<file path="src/rtl/stseq_pkg.sv">
// Shared constants and types for the store sequencer and its descriptor table.
package stseq_pkg;

  localparam int REG_W        = 6;   // store-table function index width
  localparam int CPU_W        = 16;  // store register/address width
  localparam int DLY          = 1;   // shared delay constant kept alongside the widths
  localparam int STSEQ_NENT   = 8;   // descriptor-table depth (power of two)
  localparam int STSEQ_GAP_W  = 4;   // inter-issue gap field width
  localparam int STSEQ_ITER_W = 8;   // iteration count width
  localparam int STSEQ_IDX_W  = $clog2(STSEQ_NENT);

  typedef enum logic [1:0] {
    ST_IDLE  = 2'd0,
    ST_RUN   = 2'd1,
    ST_DRAIN = 2'd2
  } st_state_e;

  // One store descriptor: function, base address and trailing idle cycles.
  typedef struct packed {
    logic [REG_W-1:0]       func;
    logic [CPU_W-1:0]       rd1;
    logic [STSEQ_GAP_W-1:0] gap;
  } st_desc_t;

endpackage

</file>
<file path="src/rtl/stseq_tbl.sv">
// Descriptor register file: one synchronous write port, one asynchronous read port.
// Contents are deliberately not reset; software programs the table before use.
module stseq_tbl
  import stseq_pkg::*;
(
  input  logic                   clk,
  input  logic                   i_we,
  input  logic [STSEQ_IDX_W-1:0] i_wa,
  input  st_desc_t               i_wdata,
  input  logic [STSEQ_IDX_W-1:0] i_ra,
  output st_desc_t               o_rdata
);

  st_desc_t mem_q [STSEQ_NENT];

  // Write one descriptor per cycle when enabled.
  always_ff @(posedge clk) begin
    if (i_we) begin
      mem_q[i_wa] <= i_wdata;
    end
  end

  assign o_rdata = mem_q[i_ra];

endmodule

</file>
<file path="src/rtl/stseq.sv">
// Store sequencer: replays descriptors 0..nent for a number of iterations,
// adding a stride to the addresses on every pass, then waits for the
// store-address unit to drain before pulsing completion.
//
// Handshake: o_ld_st_add_op is a one-cycle valid with no ready; the
// store-address unit must accept every pulse. o_func_st/o_rd1_st are valid
// in the pulse cycle and hold their value afterwards.
module stseq
  import stseq_pkg::*;
(
  input  logic                    clk,
  input  logic                    rst_n,
  input  logic                    i_cfg_we,
  input  logic [STSEQ_IDX_W-1:0]  i_cfg_a,
  input  logic [REG_W-1:0]        i_cfg_func,
  input  logic [CPU_W-1:0]        i_cfg_rd1,
  input  logic [STSEQ_GAP_W-1:0]  i_cfg_gap,
  input  logic                    i_start,
  input  logic [STSEQ_IDX_W-1:0]  i_nent,
  input  logic [STSEQ_ITER_W-1:0] i_iter,
  input  logic [CPU_W-1:0]        i_stride,
  input  logic                    i_abort,
  input  logic                    i_st_working,
  output logic                    o_ld_st_add_op,
  output logic [REG_W-1:0]        o_func_st,
  output logic [CPU_W-1:0]        o_rd1_st,
  output logic                    o_busy,
  output logic                    o_done,
  output st_state_e               o_state
);

  st_state_e                 state_q, state_d;
  logic [STSEQ_IDX_W-1:0]    idx_q, idx_d, nent_q, nent_d;
  logic [STSEQ_ITER_W-1:0]   iter_q, iter_d, itcnt_q, itcnt_d;
  logic [CPU_W-1:0]          stride_q, stride_d, off_q, off_d;
  logic [STSEQ_GAP_W-1:0]    gap_q, gap_d;
  logic [1:0]                hold_q, hold_d;
  logic                      op_q, op_d, busy_q, busy_d, done_q, done_d;
  logic [REG_W-1:0]          func_q, func_d;
  logic [CPU_W-1:0]          rd1_q, rd1_d;
  st_desc_t                  rd_ent;
  st_desc_t                  wr_ent;
  logic                      tbl_we;

  // Programming is only accepted while idle so a running replay never sees
  // its descriptors change underneath it.
  assign tbl_we = i_cfg_we && (state_q == ST_IDLE);
  assign wr_ent = '{func: i_cfg_func, rd1: i_cfg_rd1, gap: i_cfg_gap};

  stseq_tbl u_tbl (
    .clk     (clk),
    .i_we    (tbl_we),
    .i_wa    (i_cfg_a),
    .i_wdata (wr_ent),
    .i_ra    (idx_q),
    .o_rdata (rd_ent)
  );

  // Next-state, counters and registered issue outputs.
  always_comb begin
    state_d  = state_q;
    idx_d    = idx_q;
    nent_d   = nent_q;
    iter_d   = iter_q;
    itcnt_d  = itcnt_q;
    stride_d = stride_q;
    off_d    = off_q;
    gap_d    = gap_q;
    hold_d   = hold_q;
    op_d     = 1'b0;
    func_d   = func_q;
    rd1_d    = rd1_q;
    busy_d   = busy_q;
    done_d   = 1'b0;

    case (state_q)
      ST_IDLE: begin
        busy_d = 1'b0;
        if (i_start && !i_abort) begin
          nent_d   = i_nent;
          iter_d   = (i_iter == '0) ? STSEQ_ITER_W'(1) : i_iter;
          stride_d = i_stride;
          idx_d    = '0;
          itcnt_d  = '0;
          off_d    = '0;
          gap_d    = '0;
          busy_d   = 1'b1;
          state_d  = ST_RUN;
        end
      end
      ST_RUN: begin
        if (gap_q == '0) begin
          op_d   = 1'b1;
          func_d = rd_ent.func;
          rd1_d  = rd_ent.rd1 + off_q;
          gap_d  = rd_ent.gap;
          if (idx_q == nent_q) begin
            idx_d   = '0;
            off_d   = off_q + stride_q;
            itcnt_d = itcnt_q + STSEQ_ITER_W'(1);
            if ((itcnt_q + STSEQ_ITER_W'(1)) == iter_q) begin
              // Two cycles pass between an issue and o_working rising.
              hold_d  = 2'd2;
              state_d = ST_DRAIN;
            end
          end else begin
            idx_d = idx_q + STSEQ_IDX_W'(1);
          end
        end else begin
          gap_d = gap_q - STSEQ_GAP_W'(1);
        end
      end
      ST_DRAIN: begin
        if (hold_q != 2'd0) begin
          hold_d = hold_q - 2'd1;
        end else if (!i_st_working) begin
          done_d  = 1'b1;
          state_d = ST_IDLE;
        end
      end
      default: begin
        state_d = ST_IDLE;
        busy_d  = 1'b0;
      end
    endcase

    // Abort wins over everything, including an issue due this cycle.
    if (i_abort) begin
      state_d = ST_IDLE;
      op_d    = 1'b0;
      func_d  = func_q;
      rd1_d   = rd1_q;
      done_d  = 1'b0;
      busy_d  = 1'b0;
    end
  end

  // State, counter and output registers.
  always_ff @(posedge clk or negedge rst_n) begin
    if (!rst_n) begin
      state_q  <= ST_IDLE;
      idx_q    <= '0;
      nent_q   <= '0;
      iter_q   <= '0;
      itcnt_q  <= '0;
      stride_q <= '0;
      off_q    <= '0;
      gap_q    <= '0;
      hold_q   <= '0;
      op_q     <= 1'b0;
      func_q   <= '0;
      rd1_q    <= '0;
      busy_q   <= 1'b0;
      done_q   <= 1'b0;
    end else begin
      state_q  <= state_d;
      idx_q    <= idx_d;
      nent_q   <= nent_d;
      iter_q   <= iter_d;
      itcnt_q  <= itcnt_d;
      stride_q <= stride_d;
      off_q    <= off_d;
      gap_q    <= gap_d;
      hold_q   <= hold_d;
      op_q     <= op_d;
      func_q   <= func_d;
      rd1_q    <= rd1_d;
      busy_q   <= busy_d;
      done_q   <= done_d;
    end
  end

  assign o_ld_st_add_op = op_q;
  assign o_func_st      = func_q;
  assign o_rd1_st       = rd1_q;
  assign o_busy         = busy_q;
  assign o_done         = done_q;
  assign o_state        = state_q;

endmodule

</file>
<file path="config.mk">
export PLATFORM = sky130hd
export DESIGN_NAME = stseq
export DESIGN_NICKNAME = d
export VERILOG_FILES = /design/src/rtl/stseq_pkg.sv /design/src/rtl/stseq_tbl.sv /design/src/rtl/stseq.sv
export SDC_FILE = /design/constraint.sdc
export NUM_CORES = 1
export LEC_CHECK = 0
export CORE_MARGIN = 2
export CORE_UTILIZATION = 59
export DETAILED_ROUTE_END_ITERATION = 7
export GPL_TIMING_DRIVEN = 0
export PLACE_DENSITY = 0.88
export SKIP_CTS_REPAIR_TIMING = 1
export SYNTH_ARGS = -nofsm -noshare
export SYNTH_HDL_FRONTEND = slang
export SYNTH_SLANG_ARGS = --single-unit
</file>
<file path="constraint.sdc">
create_clock -name clk -period 4.27 [get_ports clk]
set_input_delay 0.854 -clock clk [delete_from_list [all_inputs] [get_ports clk]]
set_output_delay 0.854 -clock clk [all_outputs]
set_load 0.01 [all_outputs]
</file>
* Word level (Yosys, flattened, before mapping) *
Memories as Yosys holds them, arrays and structs flattened.
Index checks and enable logic that the tools add are counted.

word-level totals
  register bits after elaboration = 87
  output and inout port bits = 27
  bits in writable memories = 208
  memories kept = 1

cells by class
  bitwise gates (word level) = 1
  reductions and logical operators = 17
  multiplexer cells = 38
  equal/unequal tests = 16
  add/sub/neg operators = 6

memory list
  memory       words  width  rd ports  clocked after Yosys merged registers in  write ports  RTL line         RTL
  u_tbl.mem_q  8      26     1         0                                        1            stseq_tbl.sv:14  st_desc_t mem_q [STSEQ_NENT];

operators by type and width
  kind                   number
  $mux W16               3
  $add A16 B16 Y16       2
  $mux W8                4
  $pmux W16 S2           1
  $mux W2                8
  $pmux W8 S2            1
  $ne A3 B3 Y1 const B   5
  $mux W1                11
  $mux W3                3
  $add A8 B1 Y8 const B  1
  $eq A8 B8 Y1           1
  $logic_not A8 Y1       1
  $mux W4                2
  $ne A2 B2 Y1 const B   4
  $pmux W4 S2            1
  $pmux W2 S3            1
  $pmux W3 S2            1
  $reduce_and A3 Y1      2
  $reduce_and A6 Y1      1
  $reduce_bool A2 Y1     3
  $reduce_and A5 Y1      1
  $logic_not A4 Y1       1
  $ne A2 B1 Y1 const B   2
  $pmux W2 S2            1
  15 further kinds       17

* Depth between registers and ports, before layout *
  word-level depth = 7
  mapped depth = 15
  depth with buffers taken out = 12

* Cells and area by module *
Synthesis repeated with hierarchy kept, for this count alone.

second synthesis, totals
  cell total of the unflattened synthesis = 893
  area total of the unflattened synthesis = 13474.2 µm²

modules (own cells, without submodules)
  module     times used  seq. area each (µm²)  area each (µm²)  cells an instance
  stseq_tbl  1           6246.0                8042.7           314
  stseq      1           2177.1                5431.5           579

* Worst setup path before layout *
OpenSTA, ideal clock, no wires.

  path kind = register to register
  start point = register idx_q[0]
  end point = register rd1_q[10] (netlist: o_rd1_st[10])
  path slack = 0.547 ns
  buffers on the path = 3
  period minus slack after synthesis = 3.723 ns
  arrival time = 3.585 ns
  required time = 4.133 ns
  library setup time = 0.137 ns
  stages on the path, launching flop included = 16
  cell sequence = dfrtp_1 buf_6 buf_2 buf_2 mux4_2 mux2_2 ha_1 inv_1 fa_1 nor2b_1 o21ai_0 a21oi_1 nor4b_1 o31ai_1 a2111oi_0 nor3_1

on the way
  cells in the longest elaborated chain, start to end = 2

RTL lines
  element                   RTL line      RTL
  start: declaration        stseq.sv:33   logic [STSEQ_IDX_W-1:0] idx_q, idx_d, nent_q, nent_d;
  start signal: assignment  stseq.sv:157  idx_q <= idx_d;
  $mem_v2 Z8 W26            -
  $add A16 B16 Y16          stseq.sv:95   rd1_d = rd_ent.rd1 + off_q;
  end signal: assignment    stseq.sv:167  rd1_q <= rd1_d;
  end: declaration          stseq.sv:40   logic [CPU_W-1:0] rd1_q, rd1_d;

Every way passes these cells.
A chain may end at the register's enable or synchronous reset.

* Worst setup path after layout *
  start point = register idx_q[1]
  end point = register rd1_q[15] (netlist: o_rd1_st[15])

Same word-level chain as after synthesis.

==> results by stage <==
Place:
- During placement, the flow inserted port buffers numbering 88.
- Summed over all nets, the half-perimeter wirelength after detailed placement is 19,500 um.
- In this run the cell area measured after placement is 0.0146 mm^2.
- Before CTS, the worst setup slack after placement is -282 ps.
- The global placement routability congestion is 0.893.

Critical path:
- Measured in cells, the most critical reg-to-reg path has a length of 14.
- The beginning of the worst register-to-register path is idx_q[1].
- The element type at the critical path start is a register.
- The most critical setup path has its startpoint at idx_q[1].
- The stage delay of the slowest cell on the critical path is 440 ps.
- The end point of the critical path is o_rd1_st[15].
- The worst register-to-register path ends at o_rd1_st[15].
- STA classifies the critical path endpoint as a register.
- The register-to-register setup slack is 250 ps.
- Counting stages on the worst path, the most repeated cell is sky130_fd_sc_hd__clkbuf_2.
- Data on the critical path is required at its endpoint by 4690 ps.
- Traced cell by cell, the critical path runs through buf_6 -> clkbuf_2 -> clkbuf_2 -> mux4_2 -> mux2i_1 -> inv_1 -> ha_1 -> a211oi_1 -> o211ai_1 -> a41oi_2 -> o21bai_1 -> o21ba_2 -> xnor2_1 -> o21ai_0.
- The slowest stage of the critical path is the sky130_fd_sc_hd__clkbuf_2 cell.
- The critical path in this run is classified as register to register.
- In this run the worst path has a maximum fanout of 10.
- The data arrival time of the critical path is 4440 ps.

Power and ir drop:
- The clock network fraction of total power is 26.7%.
- The worst-case IR drop observed on VDD is 0.000430 V.
- The cell internal power dissipation is 6.19 mW.
- Total power for the finished layout comes to 9.18 mW.
- Net switching is 32.5% of the power.
- For this design the ratio of total power to cell area is 590 mW/mm^2.
- Summed over all nets, the switching power comes to 2.98 mW.
- The leakage power summed over all cells is 5.65 nW.
- The combinational share of power is 32.9%.
- The sequential share of power is 40.4%.

GRT:
- For this run the aggregate overflow at the end of global routing stands at 0.
- The number of global-route vias before repair is 8,306.
- Entering global routing, the biggest net connects 71 pins.
- The initial antenna violation count came to 1.
- The global-route wire length before repair is 45,800 um.
- The overall fraction of global-route tracks in use is 25.3%.

Route:
- The final layout contains routed wiring with a total length of 29,900 um.
- Across all layers, the routed design uses 8,180 vias.
- Using the TritonRoute via totals, the vias-per-cell ratio works out to 6.21.
- The routed length on met2 is 14,900 um.
- The pre-antenna-repair detailed-routing pass consisted of 5 iterations.
- The DRC violation count after routing is 0.
- Detailed routing placed a total of 1950 um of wire on met3.
- In the final routing, the length of wire on met1 measures 12,100 um.
- In the final routed layout, each cell accounts on average for 22.7 um.
- The number of antenna-violating nets in the routed design is 0.
- The first-iteration detailed-routing DRC count is 775.
- The uppermost metal layer occupied by signal nets is met4.

Clocking:
- The cell at the root of the clock tree is sky130_fd_sc_hd__clkbuf_16.
- The number of levels in the clock H-tree is 1.
- The source-to-sink clock delay at the later pin of the worst-skew pair is 560 ps.
- The number of clock buffers added by TritonCTS is 29.
- The clock transition time at the flip-flop clock pins of the worst setup and hold paths is 60 ps.
- The clock sink count is 295.
- The CTS tree is done.
- The clock passes through at most 3 buffers.

Timing:
- The final-report setup violation count is 0.
- The final number of max-transition violations is 0.
- Summed over all failing endpoints, the final setup total negative slack is 0 ps.
- The total count of hold-check failures in the final report came to 0.
- The maximum clock rate is 248 MHz.
- The routed design could run at a clock period as short as 4020 ps.
- The slew at the pin with the worst max-slew slack is 1070 ps.
- The worst setup slack after layout is 246 ps.
- The worst path uses 94.2% of the clock period.
- On the final layout, the worst clock skew is 16.0 ps.
- The worst pin sits at a relative slew slack of 28.0%.

Die:
- The I/O pin count is 89.
- The number of placement rows is 54.
- The floorplan step defined a die boundary enclosing 0.0236 mm^2.
- For this configuration, the core starts out at a cell density of 60.2%.
- The placeable core region is 0.0219 mm^2.
- Measured along the x axis, the die boundary spans 153 um.
- Measured along the y axis, the die boundary spans 153 um.

Cells and area:
- The post-layout utilization of the core is 71.0%.
- The number of fill cells is 1,377.
- The post-synthesis to final-layout area growth is 17.9%.
- For this run, the post-layout net count is 1,116.
- Summing all non-filler instances in the final layout gives an area of 0.0155 mm^2.
- The share of final-layout standard cells stronger than drive strength 1 is 17.9%.

Logic synthesis:
- The synthesized netlist contains 63 unique library cells.
- The library cell occupying the most area in the post-synthesis netlist is sky130_fd_sc_hd__edfxtp_1.
- The fraction of registers with async set/reset is 29.5%.
- Counting every net in the synthesized netlist gives 986.
- The number of warnings reported in the yosys synthesis log is 0.
- The average instance area after synthesis is 14.9 um^2.
- The flip-flop and latch count after synthesis is 295.
- Synthesis produced a netlist whose cell count is 884.
- The share of the synthesized area in the top cell type is 47.4%.
- The flip-flop cell with the highest count after synthesis is sky130_fd_sc_hd__edfxtp_1.
- The sequential-to-total area share from yosys stat is 63.9%.
- Yosys attributes the largest share of cell area to sky130_fd_sc_hd__edfxtp_1 47%, sky130_fd_sc_hd__dfrtp_1 17%, sky130_fd_sc_hd__mux4_2 8.9%.
- In this run the cell area of the synthesized design comes to 0.0132 mm^2.
- In this run, synthesis inferred 208 flip-flops with an integrated enable.

Outcome:
- The run finished with clean final reports.

Flow run:
- Max-cap violations in this run came to 0.

Min path:
- The min-delay analysis places its worst path in the category primary input to asynchronous set/reset pin.
cell families after synthesis:
family / count (synthesis) / share of synthesized area (%)
buf+inv: 62 / 1.96
mux: 104 / 13.2
xor+xnor: 31 / 2.06
simple gates: 183 / 6.81
fa+ha+maj: 40 / 3.91
compound gates: 169 / 8.13
flops: 295 / 63.9
stage by stage:
stage               hold slack (ps)  instances
detailed placement              476       1263
floorplan                       469        884
global route                    182       1316
CTS                             177       1316
finish                          179       1317
global placement                465       1252
flip-flops by register name (all words and copies together) (netlist names), 2 cells and up:
| name | cells |
|---|---|
| iter_q | 8 |
| hold_q | 2 |
| o_func_st | 6 |
| nent_q | 3 |
| o_rd1_st | 16 |
| stride_q | 16 |
| off_q | 16 |
| itcnt_q | 8 |
| u_tbl.mem_q | 208 |
| idx_q | 3 |
| o_state | 2 |
| gap_q | 4 |
power by group through the flow:
stage          Combinational [mW]  Clock (mW)  Sequential (mW)
6_report                     3.02        2.45             3.71
5_1_grt                      3.29        2.60             3.74
4_1_cts                      2.98        2.48             3.70
3_5_place_dp                 2.93           0             3.74
3_3_place_gp                 2.84           0             3.73
2_1_floorplan                2.03           0             3.70
cell usage after synthesis (5+ instances only):
| master | count |
|---|---|
| sky130_fd_sc_hd__nand3_1 | 23 |
| sky130_fd_sc_hd__and3_1 | 7 |
| sky130_fd_sc_hd__buf_2 | 9 |
| sky130_fd_sc_hd__a21o_1 | 11 |
| sky130_fd_sc_hd__xnor2_1 | 16 |
| sky130_fd_sc_hd__a21oi_1 | 30 |
| sky130_fd_sc_hd__dfrtp_1 | 87 |
| sky130_fd_sc_hd__edfxtp_1 | 208 |
| sky130_fd_sc_hd__mux4_2 | 52 |
| sky130_fd_sc_hd__xor2_1 | 15 |
| sky130_fd_sc_hd__nor2_1 | 23 |
| sky130_fd_sc_hd__nand2_1 | 78 |
| sky130_fd_sc_hd__mux2i_1 | 11 |
| sky130_fd_sc_hd__mux2_2 | 41 |
| sky130_fd_sc_hd__o31ai_1 | 18 |
| sky130_fd_sc_hd__ha_1 | 38 |
| sky130_fd_sc_hd__nor2b_1 | 7 |
| sky130_fd_sc_hd__nor3_1 | 14 |
| sky130_fd_sc_hd__inv_1 | 27 |
| sky130_fd_sc_hd__o21bai_1 | 5 |
| sky130_fd_sc_hd__clkbuf_1 | 23 |
| sky130_fd_sc_hd__a211oi_1 | 11 |
| sky130_fd_sc_hd__o21ai_0 | 62 |
worst max-delay path: cells and delay by family (launching register included):
kind / cells / cell delay [ps]
flops: 1 / 370
compound gates: 6 / 1310
buf+inv: 4 / 1010
xor+xnor: 1 / 140
fa+ha+maj: 1 / 310
mux: 2 / 720
worst min path at each step:
stage | start | end | depth (start not counted)
after floorplan | iter_q[0] | iter_q[0] | 2
after global placement | o_rd1_st[0] | o_rd1_st[0] | 2
after detailed placement | o_func_st[0] | o_func_st[0] | 2
after CTS | rst_n | hold_q[1] | 1
after global routing | rst_n | hold_q[1] | 1
final | rst_n | o_done | 1
per-layer routing:
layer	global-route usage (%)	vias to the layer above
li1	-	3681
met5	0	-
met1	33.9	4097
met3	3.86	61
met4	8.48	0
met2	43.0	341
layout by cell type (no fill, tap or decap), drive strengths merged, types with 15 or more instances in the layout:
cell / instances
a21oi: 32
buf: 22
clkbuf: 63
clkdlybuf4s50: 87
dfrtp: 87
edfxtp: 208
ha: 38
inv: 28
mux2: 41
mux4: 52
nand2: 79
nand3: 23
nor2: 24
nor3: 15
o21ai: 62
o31ai: 18
xnor2: 16
xor2: 15
layout make-up:
cell class              count  area [um^2]  share of cell area [%]
diodes                      1         2.50                  0.0161
plain buffers              35          176                    1.13
clock buffers              38          759                    4.88
clock inverters            15          146                   0.942
inverters                  27          101                   0.652
multi-input cells         527         4570                    29.4
flip-flops and latches    295         8420                    54.2
well taps                 280          350                    2.25
repair buffers             99         1020                    6.57
Power figures use the tool's default switching activity.
